--- config.mk ---
export PLATFORM = sky130hd
export DESIGN_NAME = clk_div_bank
export DESIGN_NICKNAME = d
export VERILOG_FILES = /design/src/rtl/clk_div_bank_pkg.sv /design/src/rtl/clk_div_chan.sv /design/src/rtl/clk_div_bank.sv
export SDC_FILE = /design/constraint.sdc
export NUM_CORES = 1
export LEC_CHECK = 0
export CORE_UTILIZATION = 55
export DETAILED_ROUTE_END_ITERATION = 16
export PLACE_DENSITY = 0.74
export SETUP_SLACK_MARGIN = 0.02
export SLEW_MARGIN = 20
export SYNTH_ARGS = -nofsm -noshare
export SYNTH_HDL_FRONTEND = slang
export SYNTH_SLANG_ARGS = --single-unit
--- constraint.sdc ---
create_clock -name mclk -period 8.7 [get_ports mclk]
set_clock_uncertainty 0.05 [all_clocks]
set_input_delay 1.74 -clock mclk [delete_from_list [all_inputs] [get_ports mclk]]
set_output_delay 1.74 -clock mclk [all_outputs]
set_load 0.02 [all_outputs]
--- src/rtl/clk_div_bank_pkg.sv ---
// Shared constants for the clock divider bank: default counter width,
// the divisor value that switches a channel off, and common divisors.
package clk_div_bank_pkg;

  localparam int CNT_W_DEF = 16;

  localparam int DIV_OFF = 0;

  // Half-period giving a 25 MHz VGA pixel clock from a 50 MHz mclk.
  localparam int DIV_VGA_25M = 1;

endpackage : clk_div_bank_pkg

--- src/rtl/clk_div_chan.sv ---
// One divider channel: half-period counter, square-wave output, rising-edge
// strobe and a pending divisor that is only adopted at a terminal count.
module clk_div_chan
  import clk_div_bank_pkg::*;
#(
  parameter int CNT_W       = CNT_W_DEF,
  parameter int DEFAULT_DIV = 1
) (
  input  logic             mclk,
  input  logic             rst,
  input  logic             sync,
  input  logic             we_hit,
  input  logic [CNT_W-1:0] val,
  output logic             out,
  output logic             rise_stb,
  output logic             pending
);

  logic [CNT_W-1:0] cnt;
  logic [CNT_W-1:0] active_div;
  logic [CNT_W-1:0] pend_div;
  logic             running;
  logic             terminal;
  logic             apply_off;

  assign running   = (active_div != CNT_W'(DIV_OFF));
  assign terminal  = running && (cnt == active_div - CNT_W'(1));
  assign apply_off = pending && (pend_div == CNT_W'(DIV_OFF));

  // A write in the same cycle as an application lands after it, so the old
  // pending value is consumed and the new one waits for the next boundary.
  always_ff @(posedge mclk) begin
    if (rst) begin
      cnt        <= '0;
      out        <= 1'b0;
      rise_stb   <= 1'b0;
      active_div <= CNT_W'(DEFAULT_DIV);
      pend_div   <= CNT_W'(DEFAULT_DIV);
      pending    <= 1'b0;
    end else begin
      if (sync) begin
        cnt      <= '0;
        out      <= 1'b0;
        rise_stb <= 1'b0;
        if (pending) begin
          active_div <= pend_div;
          pending    <= 1'b0;
        end
      end else if (!running) begin
        cnt      <= '0;
        out      <= 1'b0;
        rise_stb <= 1'b0;
        if (pending) begin
          active_div <= pend_div;
          pending    <= 1'b0;
        end
      end else if (terminal) begin
        cnt <= '0;
        if (pending) begin
          active_div <= pend_div;
          pending    <= 1'b0;
        end
        // Switching off forces the output low instead of toggling.
        if (apply_off) begin
          out      <= 1'b0;
          rise_stb <= 1'b0;
        end else begin
          out      <= ~out;
          rise_stb <= ~out;
        end
      end else begin
        cnt      <= cnt + CNT_W'(1);
        rise_stb <= 1'b0;
      end

      if (we_hit) begin
        pend_div <= val;
        pending  <= 1'b1;
      end
    end
  end

endmodule : clk_div_chan

--- src/rtl/clk_div_bank.sv ---
// Bank of independently programmable clock dividers sharing mclk, with a
// global sync pulse that restarts every channel in phase.
module clk_div_bank
  import clk_div_bank_pkg::*;
#(
  parameter int N_CH        = 2,
  parameter int CNT_W       = CNT_W_DEF,
  parameter int DEFAULT_DIV = 1,
  parameter int SEL_W       = (N_CH > 1) ? $clog2(N_CH) : 1
) (
  input  logic             mclk,
  input  logic             rst,
  input  logic             sync,
  input  logic             div_we,
  input  logic [SEL_W-1:0] div_sel,
  input  logic [CNT_W-1:0] div_val,
  output logic [N_CH-1:0]  clk_out,
  output logic [N_CH-1:0]  rise_stb,
  output logic [N_CH-1:0]  div_pending
);

  logic [N_CH-1:0] we_hit;

  // Out-of-range selects match no channel and are silently dropped.
  for (genvar i = 0; i < N_CH; i++) begin : g_chan
    assign we_hit[i] = div_we && (div_sel == SEL_W'(i));

    clk_div_chan #(
      .CNT_W       (CNT_W),
      .DEFAULT_DIV (DEFAULT_DIV)
    ) u_chan (
      .mclk     (mclk),
      .rst      (rst),
      .sync     (sync),
      .we_hit   (we_hit[i]),
      .val      (div_val),
      .out      (clk_out[i]),
      .rise_stb (rise_stb[i]),
      .pending  (div_pending[i])
    );
  end

endmodule : clk_div_bank

==> results of run 1 <==
## layout by cell type, fill, tap and decap left out, drive strengths merged, types with 5 or more instances in the layout
cell type	n
inv	17
nand2	84
nor4	19
clkbuf	10
xor2	36
a21oi	40
dfxtp	102
nor3	18
nand4	14
o21ai	5
nand3	16
mux2i	33
or4	6
or3	6
nand2b	62
clkdlybuf4s50	25
and3	8
nor2	64
xnor2	32
## worst min path at each step
stage	startpoint	endpoint	slack, ns
after global placement	g_chan[0].u_chan.pend_div[5]	g_chan[0].u_chan.pend_div[5]	0.41
after CTS	g_chan[1].u_chan.pend_div[3]	g_chan[1].u_chan.pend_div[3]	0.43
after floorplan	g_chan[0].u_chan.pend_div[11]	g_chan[0].u_chan.pend_div[11]	0.40
final	g_chan[0].u_chan.pend_div[3]	g_chan[0].u_chan.pend_div[3]	0.43
after detailed placement	g_chan[0].u_chan.pend_div[5]	g_chan[0].u_chan.pend_div[5]	0.41
after global routing	g_chan[0].u_chan.pend_div[10]	g_chan[0].u_chan.pend_div[10]	0.45
## routing by layer
metal	up-vias	wire length [um]	GRT usage
met5	-	0	0
met4	0	373	0.117
met3	29	483	0.0352
met2	119	5260	0.381
met1	2019	5660	0.345
li1	2223	-	-
## where the power goes
group	internal, mW	switching (mW)	total, mW
registers	0.483	0.0171	0.500
logic	0.0666	0.0848	0.151
clock network	0.120	0.184	0.304
total	0.670	0.286	0.955
## layout make-up
type | instances | area [um2]
Inverter | 14 | 52.6
Timing Repair Buffer | 27 | 263
Tap cell | 129 | 161
Clock buffer | 10 | 138
Sequential cell | 102 | 2040
Multi-Input combinational cell | 500 | 3120
Clock inverter | 6 | 63.8
Fill cell | 856 | 3530
## registers in the layout, summed over array words and instances, names as in the netlist
signal	flops
g_chan.u_chan.active_div	32
g_chan.u_chan.rise_stb	2
g_chan.u_chan.pending	2
g_chan.u_chan.out	2
g_chan.u_chan.pend_div	32
g_chan.u_chan.cnt	32
## stage by stage
stage	cells	instance area (um2)	hold WS (ns)	setup slack [ns]
after floorplan	654	5420	0.399	5.94
after global placement	772	5630	0.411	5.16
after detailed placement	772	5630	0.414	5.00
after CTS	788	5830	0.429	5.30
after global routing	788	5840	0.453	5.00
final	788	5840	0.429	5.28
## logic make-up (layout without fill, tap and decap cells)
group	count (synthesis)	in the layout	synth area share
xor gates and xnor gates	68	68	0.110
muxes	33	33	0.0609
AOI/OAI and AO/OA	77	77	0.0942
adders and majority gates	4	4	0.00923
and+or+nand+nor	318	318	0.300
buffers and inverters	52	57	0.0492
DFF	102	102	0.377
## worst max-delay path: cells and delay by family (launching register included)
| family | cells | cell delay [ns] |
|---|---|---|
| buffers and inverters | 1 | 0.08 |
| adders and majority gates | 1 | 0.30 |
| DFF | 1 | 0.39 |
| AOI/OAI and AO/OA | 2 | 1.00 |
| muxes | 1 | 0.28 |
| and+or+nand+nor | 4 | 1.25 |
==> run metrics, run 1 <==
VDD IR max=around 110 uV; count leader, synth=dfxtp_1; final setup violation count=0; final net count=between 600 and 700; CP max stage delay=about 0.84 ns; EDFF count, synth=0; ys async rst share=0; TNS Setup=0 ns; worst reg2reg startpoint=g_chan[0].u_chan.active_div[0]; Crit. End Element=flop; total grt overflow=0; status=completed; area share of the largest cell type after synthesis=0.377; CTS Sinks=~100; first-pass GRT wire length=around 20000 um; root buf cell=clkbuf_8; initial antenna violation count=0; Tightest Pin Transition=~1.0 ns; die height=101 um; dominant synthesized flop cell=dfxtp_1; post-synthesis sequential area ratio=0.377; Initial Util=0.578; post-DP HPWL=roughly 8600 um; Netlist cell types=a little over 60; worst r2r path cells=9; post-CTS sizing=0; number of synthesized register bits=~100; Critical R2R Capture=g_chan[0].u_chan.active_div[13]; # hold bufs at CTS=0; largest net degree at the start of global routing=just over 100; Post-CTS Setup Bufs=0; critical path class=reg -> reg; top post-synthesis cells by count=102 x dfxtp_1, 84 x nand2_1, 64 x nor2_1; number of remaining DRC errors=0; synthesized cell area=0.00542 mm2; die width=101 um; DRT Pass-1 Iters=5; Hold Crit Class=reg -> reg; fin crit period=between 3 and 4 ns; Placer Congestion=about 0.9; number of vias per cell=between 5 and 6; H-tree levels=3; pins over their slew limit=0; Post-Route WL=between 10000 and 15000 um; dominant cell type by area after synthesis=dfxtp_1; Worst Setup Start Kind=flop; CTS Buf Count=9; GRT Total Usage=0.248; Syn Nets=~680; start point of the critical path=g_chan[0].u_chan.active_div[0]; Worst Path Arrival=between 3 and 4 ns; # diodes=0; unrepaired setup endpoints after global routing=false; row cnt=35; reg2reg setup slack=roughly 5.3 ns; Synth area leaders=dfxtp_1 38%, nand2b_1 7.2%, mux2i_1 6.1%; final period utilization=0.393; clk_lat worst skew=about 0.38 ns; share of post-route cells with drive strength above 1=0.0486; average instance area after synthesis=a little over 8 um2; CP Capture Point=g_chan[0].u_chan.active_div[13]; Static Leak=2.15 nW; CTS tree=yes; final core occ=0.623; wire per inst=roughly 15 um; via count=4390; Buffers on Ports=26; Max Fclk=293 MHz; Final ANT Viol Nets=0; Layout area overhead=7.71%; CP Cell Sequence=inv_1 -> ha_1 -> nor2b_1 -> and3_1 -> o2111ai_1 -> nor4_1 -> nand2_1 -> o31ai_4 -> mux2i_1; overall power=approximately 0.96 mW; Starting DRT DRC Count=~200; I/O pins=27; Clock Pin Slew Worst Setup and Hold Paths=roughly 0.11 ns; CP required=about 9.0 ns; Final Hold Fails=0; crit path max fanout=16; Max Cap Viol=0; Syn. warnings=0; Core Box Area=between 0.009 and 0.01 mm2; cell area power density=about 160 mW/mm2; die area=~0.010 mm2; synthesized instance count=approximately 650; CTS Buffer Depth=2; Hold Crit Depth=2; Slew Limit Headroom=0.315; vias in the first global route=about 4200; Crit-path slowest cell=o31ai_4
Power figures use the tool's default switching activity.
==> run 2: changes to the inputs <==
Clock period 8.7 ns to 3.25 ns, I/O delays scaled along.
==> run 2 against run 1 <==
  * Via count grew 0.96%
  * Die area is the same
  * Global-route usage is essentially flat
  * Total power grew to 2.7 times the previous value
  * Combinational power grew to 2.7 times the previous value
  * Non-clock buffer count grew 8
  * Core utilization grew 0.45 points
  * Cell area grew 0.73%
  * Sequential power grew to 2.7 times the previous value
==> run metrics, run 2 (synthesized netlist as in run 1, its figures left out) <==
Buffers on Ports=26; Flop pwr share=0.527; Max Fclk=340 MHz; sw power=approximately 0.76 mW; largest net degree at the start of global routing=45; largest registers=g_chan.u_chan.active_div: 32 flops, g_chan.u_chan.cnt: 32 flops, g_chan.u_chan.pend_div: 32 flops; CTS Buf Count=9; Starting DRT DRC Count=about 190; die width=101 um; H-tree levels=3; via count=roughly 4400; Placer Congestion=slightly above 0.9; most frequent cells in the layout=102 x dfxtp_1, 84 x nand2_1, 64 x nor2_1; Post-CTS Setup Bufs=0; Initial Util=0.578; Layout area overhead=8.49%; Post-Route WL=approximately 12000 um; row cnt=35; cell area power density=~430 mW/mm2; post-CTS sizing=0; clk_lat worst skew=approximately 0.37 ns; Gate power share=0.163; start point of the critical path=g_chan[0].u_chan.active_div[2]; total grt overflow=0; TNS Setup=0 ns; overall power=2.54 mW; Clock Pin Slew Worst Setup and Hold Paths=around 0.11 ns; die area=0.0103 mm2; post-DP HPWL=about 9000 um; CTS Sinks=between 100 and 150; first-pass GRT wire length=just under 20000 um; VDD IR max=~250 uV; I/O pins=27; Hold Crit Class=reg -> reg; fin crit period=about 2.9 ns; CTS tree=yes; status=completed; vias in the first global route=a little over 4000; switching share of total power=0.298; CP required=~3.5 ns; critical path class=reg -> reg; initial antenna violation count=0; Final ANT Viol Nets=0; die height=about 100 um; root buf cell=clkbuf_8; clock power share=0.310; commonest non-fill, non-tap cell in the layout=dfxtp_1; unrepaired setup endpoints after global routing=false; # hold bufs at CTS=0; Max Cap Viol=0; pins over their slew limit=0; worst reg2reg startpoint=g_chan[0].u_chan.active_div[2]; GRT Total Usage=0.248; wire per inst=about 15 um; final net count=687; Final Hold Fails=0; Worst Setup Start Kind=flop; number of remaining DRC errors=0; # diodes=0; Worst Min Path Start=g_chan[0].u_chan.pend_div[3]; Core Box Area=~0.0094 mm2; crit path max fanout=16; final setup violation count=0; Worst Path Arrival=between 3 and 4 ns; number of vias per cell=around 5.6; Crit. End Element=flop; DRT Pass-1 Iters=5; Slew Limit Headroom=0.442; CTS Buffer Depth=2; Tightest Pin Transition=0.826 ns; minimum hold slack=approximately 0.43 ns; final period utilization=0.904; Int Power=1.78 mW; share of post-route cells with drive strength above 1=0.0555; Static Leak=approximately 2.2 nW
[run 2: cell types whose count changed in the layout (fill, tap and decap cells not counted), sizes merged]
cell      delta
clkinvlp     -1
clkinv       -1
inv          +2
buf          +8
[run 2: final cells by class]
| class | instances | area (um2) |
|---|---|---|
| clock inverter | 6 | 62.6 |
| timing repair buffer | 35 | 323 |
| fill | 880 | 3490 |
| multi-input combinational | 500 | 3110 |
| inverter | 14 | 52.6 |
| sequential | 102 | 2040 |
| tap | 129 | 161 |
| clock buffer | 10 | 128 |
[run 2: power by group through the flow]
| stage | sequential [mW] | clock [mW] | combinational (mW) |
|---|---|---|---|
| after floorplan | 1.35 | 0 | 0.327 |
| after global placement | 1.36 | 0 | 0.408 |
| after detailed placement | 1.37 | 0 | 0.413 |
| after CTS | 1.34 | 0.806 | 0.414 |
| after global routing | 1.35 | 0.852 | 0.453 |
| final | 1.34 | 0.787 | 0.414 |
[run 2: metrics by stage]
step	worst slack, ns	cells	instance area (um2)	util
after floorplan	0.511	654	5420	-
after global placement	0.459	780	5690	0.607
after detailed placement	0.401	780	5690	0.607
after CTS	0.368	796	5880	0.628
after global routing	0.137	796	5880	0.628
final	0.312	796	5880	0.628
[run 2: final timing paths]
check | to | slack, ns | cells after the start
hold / removal | g_chan[0].u_chan.pend_div[3] | 0.43 | 2
hold reg to reg | g_chan[0].u_chan.pend_div[3] | 0.43 | 2
setup / recovery | g_chan[0].u_chan.active_div[11] | 0.31 | 8
setup reg to reg | g_chan[0].u_chan.active_div[11] | 0.31 | 8
[run 2: worst max-delay path: stages (launching register included)]
cell and delay [ns]:
dfxtp_1 0.39, or3_1 0.53, o31ai_1 0.32, o311ai_0 0.26, nor4_1 0.43, nand2_1 0.15
o31ai_4 0.18, buf_4 0.30, mux2i_1 0.23
[run 2: metal layers]
metal	routed length, um	GRT usage	vias to the layer above
met5	0	0	-
met4	221	0.0870	0
met3	532	0.0352	17
met2	5250	0.387	115
met1	5840	0.350	2049
li1	-	-	2251
==> run 3: changes to the inputs <==
Settings changed: CORE_UTILIZATION 55 to 59, PLACE_DENSITY 0.74 to 0.78.
==> run 3 against run 2 <==
  * Final cell count fell by 2.5%
  * Die area fell by 6.6%
  * Critical path type unchanged
  * Total power fell by 0.81%
  * Count of clock-buffer cells in the layout did not move
  * Largest cell class unchanged
==> run metrics, run 3 (synthesized netlist as in run 1, its figures left out) <==
Design Area, Final=0.00586 mm2; TNS Setup=0 ns; Starting DRT DRC Count=~240; GRT Total Usage=0.265; vias in the first global route=around 4200; row cnt=34; Tightest Pin Transition=around 0.6 ns; VDD IR max=between 200 and 300 uV; # diodes=0; via count=between 4000 and 5000; die width=~98 um; filler instances=~760; CP max stage delay=~0.60 ns; die area=roughly 0.0096 mm2; crit path max fanout=10; final setup violation count=0; final net count=between 600 and 700; Clock Pin Slew Worst Setup and Hold Paths=0.11 ns; initial antenna violation count=0; DRT Pass-1 Iters=6; wire per inst=around 16 um; Layout area overhead=8.06%; Max Cap Viol=0; critical path class=reg -> reg; first-pass GRT wire length=20500 um; Post-Route WL=approximately 12000 um; # hold bufs at CTS=0; share of post-route cells with drive strength above 1=0.0584; CP Cell Sequence=or4_4 -> nor4_1 -> o211a_1 -> o211ai_2 -> nor4_1 -> or4_4 -> buf_4 -> nor2_1; Initial Util=0.616; commonest non-fill, non-tap cell in the layout=dfxtp_1; cell family with most CP delay=simple AND/OR/NAND/NOR gates; Crit. End Element=flop; largest registers=g_chan.u_chan.active_div: 32 flops, g_chan.u_chan.cnt: 32 flops, g_chan.u_chan.pend_div: 32 flops; Final ANT Viol Nets=0; most frequent cells in the layout=102 x dfxtp_1, 84 x nand2_1, 64 x nor2_1; post-DP HPWL=9160 um; Hold Crit Class=reg -> reg; Final Hold Fails=0; Post-CTS Setup Bufs=0; Worst Setup Start Kind=flop; fin crit period=2.89 ns; root buf cell=clkbuf_8; number of remaining DRC errors=0; CTS Buffer Depth=2; overall power=roughly 2.5 mW; CTS Sinks=roughly 100; final period utilization=0.890; final core occ=0.665; Static Leak=about 2.2 nW; I/O pins=27; die height=about 98 um; Buffers on Ports=26; Max Fclk=between 300 and 400 MHz; Core Box Area=0.00881 mm2; clk_lat worst skew=around 0.36 ns; CTS tree=yes; dpl cell area=0.00567 mm2; number of vias per cell=about 5.8; Placer Congestion=around 0.95; worst path bufs/invs=1; CP required=around 3.5 ns; Crit-path slowest cell=or4_4; Worst Path Arrival=roughly 3.1 ns; cell area power density=around 430 mW/mm2; unrepaired setup endpoints after global routing=false; H-tree levels=3; pins over their slew limit=0; largest net degree at the start of global routing=50; CTS Buf Count=9; status=completed; total grt overflow=0; Slew Limit Headroom=0.598
-- run 3: metrics by stage --
stage               setup slack, ns  hold WS [ns]  cells
global route                  0.115         0.449    776
global placement              0.401         0.412    760
floorplan                     0.511         0.399    654
CTS                           0.255         0.429    776
detailed placement            0.305         0.413    760
finish                        0.358         0.427    776
-- run 3: layer usage --
layer	wire, um	track usage	part of all wire	up-vias
li1	-	-	-	2255
met1	6030	0.374	0.50	2104
met2	5390	0.414	0.44	129
met3	585	0.0501	0.048	18
met4	145	0.0688	0.012	0
met5	0	0	0	-
-- run 3: path summary, 6_finish.rpt --
check	startpoint	endpoint	slack, ns	depth (start not counted)
setup / recovery	g_chan[1].u_chan.active_div[6]	g_chan[1].u_chan.cnt[5]	0.36	8
hold / removal	g_chan[0].u_chan.pend_div[10]	g_chan[0].u_chan.pend_div[10]	0.43	2
setup reg to reg	g_chan[1].u_chan.active_div[6]	g_chan[1].u_chan.cnt[5]	0.36	8
hold reg to reg	g_chan[0].u_chan.pend_div[10]	g_chan[0].u_chan.pend_div[10]	0.43	2
-- run 3: report_power, final --
group	total (mW)	internal (mW)	switching, mW
Clock	0.759	0.293	0.466
Combinational	0.420	0.190	0.230
Sequential	1.34	1.29	0.0463
-- run 3: area by class of cell --
cell class                 instances  area [um2]  area share
sequential                       102        2040       0.349
clock inverter                     6        53.8     0.00919
clock buffer                      10         128      0.0218
timing repair buffer              36         330      0.0564
inverter                          14        52.6     0.00897
tap                              108         135      0.0231
multi-input combinational        500        3120       0.532
-- run 3: what timing repair did --
action                                  CTS  global route
endpoints found under the setup margin    0             1
endpoints found under the hold margin     0             0
gates resized for setup                   0             1
-- run 3: tightest hold or removal path: stages (launching register included) --
cell and delay (ns):
dfxtp_1 0.34, nand2_1 0.05, a21oi_1 0.05
==> RTL edit 1: new RTL, flow settings as in run 1 <==
`CNT_W_DEF`: 16 -> 32.
--- a/src/rtl/clk_div_bank_pkg.sv
+++ b/src/rtl/clk_div_bank_pkg.sv
@@ -4,3 +4,3 @@
 
-  localparam int CNT_W_DEF = 16;
+  localparam int CNT_W_DEF = 32;
 
Ports: changed (resized div_val); port bits go from 27 to 43. The function was not compared with the original's and may differ.
==> RTL edit 1 against run 1 <==
  * Worst setup slack got worse by 1.1 ns
  * Sequential cell count up 96
  * Power is 120% higher
  * Synthesized area rose by 85%
  * Design area is 90% higher
  * Count of clock-buffer cells in the layout increased by 7
  * Largest cell class unchanged
  * Combinational power rose by 140%
  * Routed wire length up 110%
==> RTL edit 1: results (changes against run 1) <==
Global routing
  – Largest net degree at the start of global routing: 83 (was 103)
  – Total Routing Usage GR: 27.6% (was 24.8%)
  – First-pass GRT wire length: 39.8 mm (was 20.0 mm)
  – Initial antenna violation count: 0 (unchanged)
  – Vias in the first global route: 7461 (was 4155)

Placement
  – Placed inst area: 10500 µm² (was 5630 µm²)
  – DP HPWL: 18.2 mm (was 8.58 mm)
  – Input/output buffers: 42 (was 26)
  – Placer congestion estimate: 0.966 (was 0.883)

Synth
  – Top post-synthesis cells by area: dfxtp_1, nor2_1, mux2i_1, nand2_1, xor2_1 (was dfxtp_1, nand2b_1, mux2i_1, nand2_1, xor2_1)
  – Synth top cells by count: dfxtp_1, nor2_1, nand2_1 (was dfxtp_1, nand2_1, nor2_1)
  – Post-synthesis compound-gate area fraction: 9.19% (was 9.42%)
  – Async set-or-reset flop fraction in the synthesized netlist: 0% (unchanged)
  – Post-synthesis mux area share: 6.72% (was 6.09%)
  – Post-Synth Adder-Cell Area: 0.500% (was 0.923%)
  – Ys flop type: dfxtp_1 (unchanged)
  – Sequential share of the synthesized area: 39.6% (was 37.7%)
  – YS warnings: 0 (unchanged)
  – Synth unique cells: 72 (was 62)
  – Xor and xnor area share after synthesis: 12.1% (was 11.0%)

Clock network
  – Post-CTS resize count: 0 (unchanged)
  – Clk Latency, worst-skew pair: 0.45 ns (was 0.38 ns)
  – CTS max path bufs: 2 (unchanged)
  – Setup Buffers After CTS: 0 (unchanged)
  – Clk slew on worst S/H paths: 0.08 ns (was 0.11 ns)
  – H-tree levels: 4 (was 3)
  – Number of CTS-inserted buffers: 17 (was 9)
  – Root Driver: clkbuf_16 (was clkbuf_8)

STA
  – Hold_ws: 0.424 ns (was 0.429 ns)
  – Slew @ Worst Pin: 1.02 ns (was 1.03 ns)

Drt
  – Final wirelength: 24.9 mm (was 11.8 mm)
  – Post-DR vias/cell: 5.87 (was 5.57)
  – Remaining DRCs: 0 (unchanged)
  – Initial DRC count: 824 (was 204)
  – Drt pass-1 iters: 6 (was 5)

Layout
  – Nets: 1254 (was 679)
  – Antenna Cells: 0 (unchanged)
  – Layout cells sized above 1: 5.38% (was 4.86%)
  – Top Registers: g_chan.u_chan.active_div: 64 flops, g_chan.u_chan.cnt: 64 flops, g_chan.u_chan.pend_div: 64 flops (was g_chan.u_chan.active_div: 32 flops, g_chan.u_chan.cnt: 32 flops, g_chan.u_chan.pend_div: 32 flops)

Setup path
  – WP data arrival: 4.73 ns (was 3.67 ns)
  – Reg-to-reg slack, setup: 4.22 ns (was 5.28 ns)
  – FF-to-FF path depth: 11 (was 9)
  – CP max FO: 33 (was 16)

Outcome
  – Outcome: finished clean (unchanged)

Hold path
  – Hold Path Depth: 2 (unchanged)
  – Hold Path Class: flip-flop to flip-flop (unchanged)

Power and ir drop
  – Leak: 4.14 nW (was 2.15 nW)
  – VDD IR max: 0.214 mV (was 0.106 mV)
[RTL edit 1: final cells by class]
| class | instances | area (µm²) |
|---|---|---|
| clock buffer | 17 | 425 |
| clock inverter | 15 | 193 |
| fill | 1559 | 6450 |
| inverter | 15 | 56.3 |
| multi-input combinational | 932 | 5700 |
| sequential | 198 | 3960 |
| tap | 225 | 282 |
| timing repair buffer | 49 | 470 |
[RTL edit 1: logic make-up (layout without fill, tap and decap cells)]
group	count (synthesis)	after routing
flip-flops	198	198
AND/OR/NAND/NOR	581	581
buffers and inverters	81	96
multiplexers	67	67
XOR/XNOR	138	138
AO/OA/AOI/OAI	142	142
adder cells (fa/ha/maj)	4	4
[RTL edit 1: final timing paths]
path	start	endpoint
min	g_chan[0].u_chan.pend_div[13]	g_chan[0].u_chan.pend_div[13]
max	g_chan[0].u_chan.active_div[0]	g_chan[0].u_chan.out
min reg2reg	g_chan[0].u_chan.pend_div[13]	g_chan[0].u_chan.pend_div[13]
max reg2reg	g_chan[0].u_chan.active_div[0]	g_chan[0].u_chan.out
[RTL edit 1: critical path, cell delays in order (launching register included)]
cell and delay [ns]:
dfxtp_1 0.37, inv_1 0.08, ha_1 0.23, nor3b_1 0.67, nand4_1 0.54, or4_1 0.70
a2111o_1 0.39, nor4_1 0.53, nand2_1 0.20, nand3b_1 0.13, buf_4 0.33, o22ai_1 0.12
[RTL edit 1: metal layers]
metal	track usage, %	vias up	share of wire, %
met5	0	-	0
met4	5.86	0	0.91
met3	5.37	22	6.5
met2	40.3	290	43
met1	41.5	3993	50
li1	-	4216	-
[RTL edit 1: stage by stage]
stage / setup WS, ns / total power (W) / instances
after detailed placement: 4.26 / 0.00133 / 1419
after CTS: 4.25 / 0.00214 / 1451
final: 4.22 / 0.00214 / 1451
after floorplan: 5.25 / 0.00124 / 1211
after global placement: 4.37 / 0.00133 / 1419
after global routing: 3.88 / 0.00221 / 1451
[RTL edit 1: where the power goes]
group | switching (W) | internal, W
Sequential | 0.0000307 | 0.000932
Clock | 0.000421 | 0.000396
Combinational | 0.000208 | 0.000146
==> RTL edit 2: new RTL, config.mk and constraints of run 1 <==
Made on the original files. Reset style: asynchronous (`rst`), changed in one clocked block.
--- a/src/rtl/clk_div_chan.sv
+++ b/src/rtl/clk_div_chan.sv
@@ -31,3 +31,3 @@
   // pending value is consumed and the new one waits for the next boundary.
-  always_ff @(posedge mclk) begin
+  always_ff @(posedge mclk or posedge rst) begin
     if (rst) begin
Function: differs if rst is asserted again (counterexample within 4 cycles, from zero or initial values and one cycle with rst high); with rst held inactive, the same outputs for 4 cycles.
==> RTL edit 2 against run 1 <==
  * Sequential cell count stayed put
  * Design area increased by 4.7%
  * Final cell count decreased by 14%
  * Routed wire length up 0.25%
  * Worst setup slack worse by 0.43 ns
  * Synthesized area up 3.2%
  * Largest cell class unchanged
  * Highest routed layer unchanged
Power is not compared: it rests on default switching activity, and its combinational part moved more than twofold at a synthesized area within 25%.
==> RTL edit 2: results (changes against run 1) <==
Outcome
  – Outcome: finished clean (unchanged)

Synth
  – Ys flop type: dfrtp_1 (was dfxtp_1)
  – Avg Inst Size Synth: 10.6 µm² (was 8.29 µm²)
  – Synth top cells by count: dfrtp_1, nor2_1, mux2_2 (was dfxtp_1, nand2_1, nor2_1)
  – Async set-or-reset flop fraction in the synthesized netlist: 100% (was 0%)
  – Sequential share of the synthesized area: 45.7% (was 37.7%)
  – Top post-synthesis cells by area: dfrtp_1, mux2_2, xnor2_1, xor2_1, nor2_1 (was dfxtp_1, nand2b_1, mux2i_1, nand2_1, xor2_1)
  – Syn nets: 554 (was 679)
  – Cells after Synth: 527 (was 654)

Setup path
  – Reg-to-reg slack, setup: 4.85 ns (was 5.28 ns)
  – WP data arrival: 4.06 ns (was 3.67 ns)
  – Worst reg2reg path startpoint: g_chan[1].u_chan.active_div[5] (was g_chan[0].u_chan.active_div[0])
  – CP max FO: 18 (was 16)
  – R2r endpoint: g_chan[1].u_chan.active_div[4] (was g_chan[0].u_chan.active_div[13])

Drt
  – Met1 wire length: 5.45 mm (was 5.66 mm)
  – Initial DRC count: 298 (was 204)
  – Post-DR vias/cell: 5.95 (was 5.57)
  – Final wirelength: 11.8 mm (about the same)
  – WL/cell: 17.4 µm (was 14.9 µm)
  – Metal3 WL: 631 µm (was 483 µm)
  – Wire length on met2: 5.62 mm (was 5.26 mm)

Placement
  – DP HPWL: 8.74 mm (was 8.58 mm)
  – Placer congestion estimate: 0.860 (was 0.883)
  – Setup slack at placement: 4.59 ns (was 5.00 ns)

Hold path
  – Hold Crit Start: g_chan[1].u_chan.pend_div[2] (was g_chan[0].u_chan.pend_div[3])
  – Worst Hold Path EP: g_chan[1].u_chan.active_div[2] (was g_chan[0].u_chan.pend_div[3])

STA
  – Max-slew headroom: 35.8% (was 31.5%)

Layout
  – Nets: 566 (was 679)
  – Layout cells sized above 1: 16.9% (was 4.86%)
  – Inverter count: 15 (was 14)
  – Non-clock buffers: 28 (was 27)
  – Comb_multi_in: 383 (was 500)

Global routing
  – M3 GR Usage: 5.83% (was 3.52%)
  – Routing usage on met2: 37.9% (was 38.1%)
  – First-pass GRT wire length: 19.4 mm (was 20.0 mm)
  – Largest net degree at the start of global routing: 79 (was 103)
  – Total Routing Usage GR: 24.4% (was 24.8%)
RTL edit 2: kinds of logic after synthesis:
family / after synthesis
AO/OA/AOI/OAI: 58
XOR/XNOR: 63
adder cells (fa/ha/maj): 6
buffers and inverters: 42
flip-flops: 102
multiplexers: 62
AND/OR/NAND/NOR: 194
RTL edit 2: how the worst max path moves through the flow:
stage	start	to	depth (start not counted)
2_1_floorplan	rst	g_chan[0].u_chan.active_div[10]	1
5_1_grt	g_chan[1].u_chan.active_div[5]	g_chan[1].u_chan.active_div[4]	8
6_report	g_chan[1].u_chan.active_div[5]	g_chan[1].u_chan.active_div[4]	8
3_3_place_gp	sync	g_chan[0].u_chan.active_div[2]	5
3_5_place_dp	sync	g_chan[0].u_chan.active_div[7]	5
4_1_cts	g_chan[1].u_chan.active_div[5]	g_chan[1].u_chan.active_div[4]	8
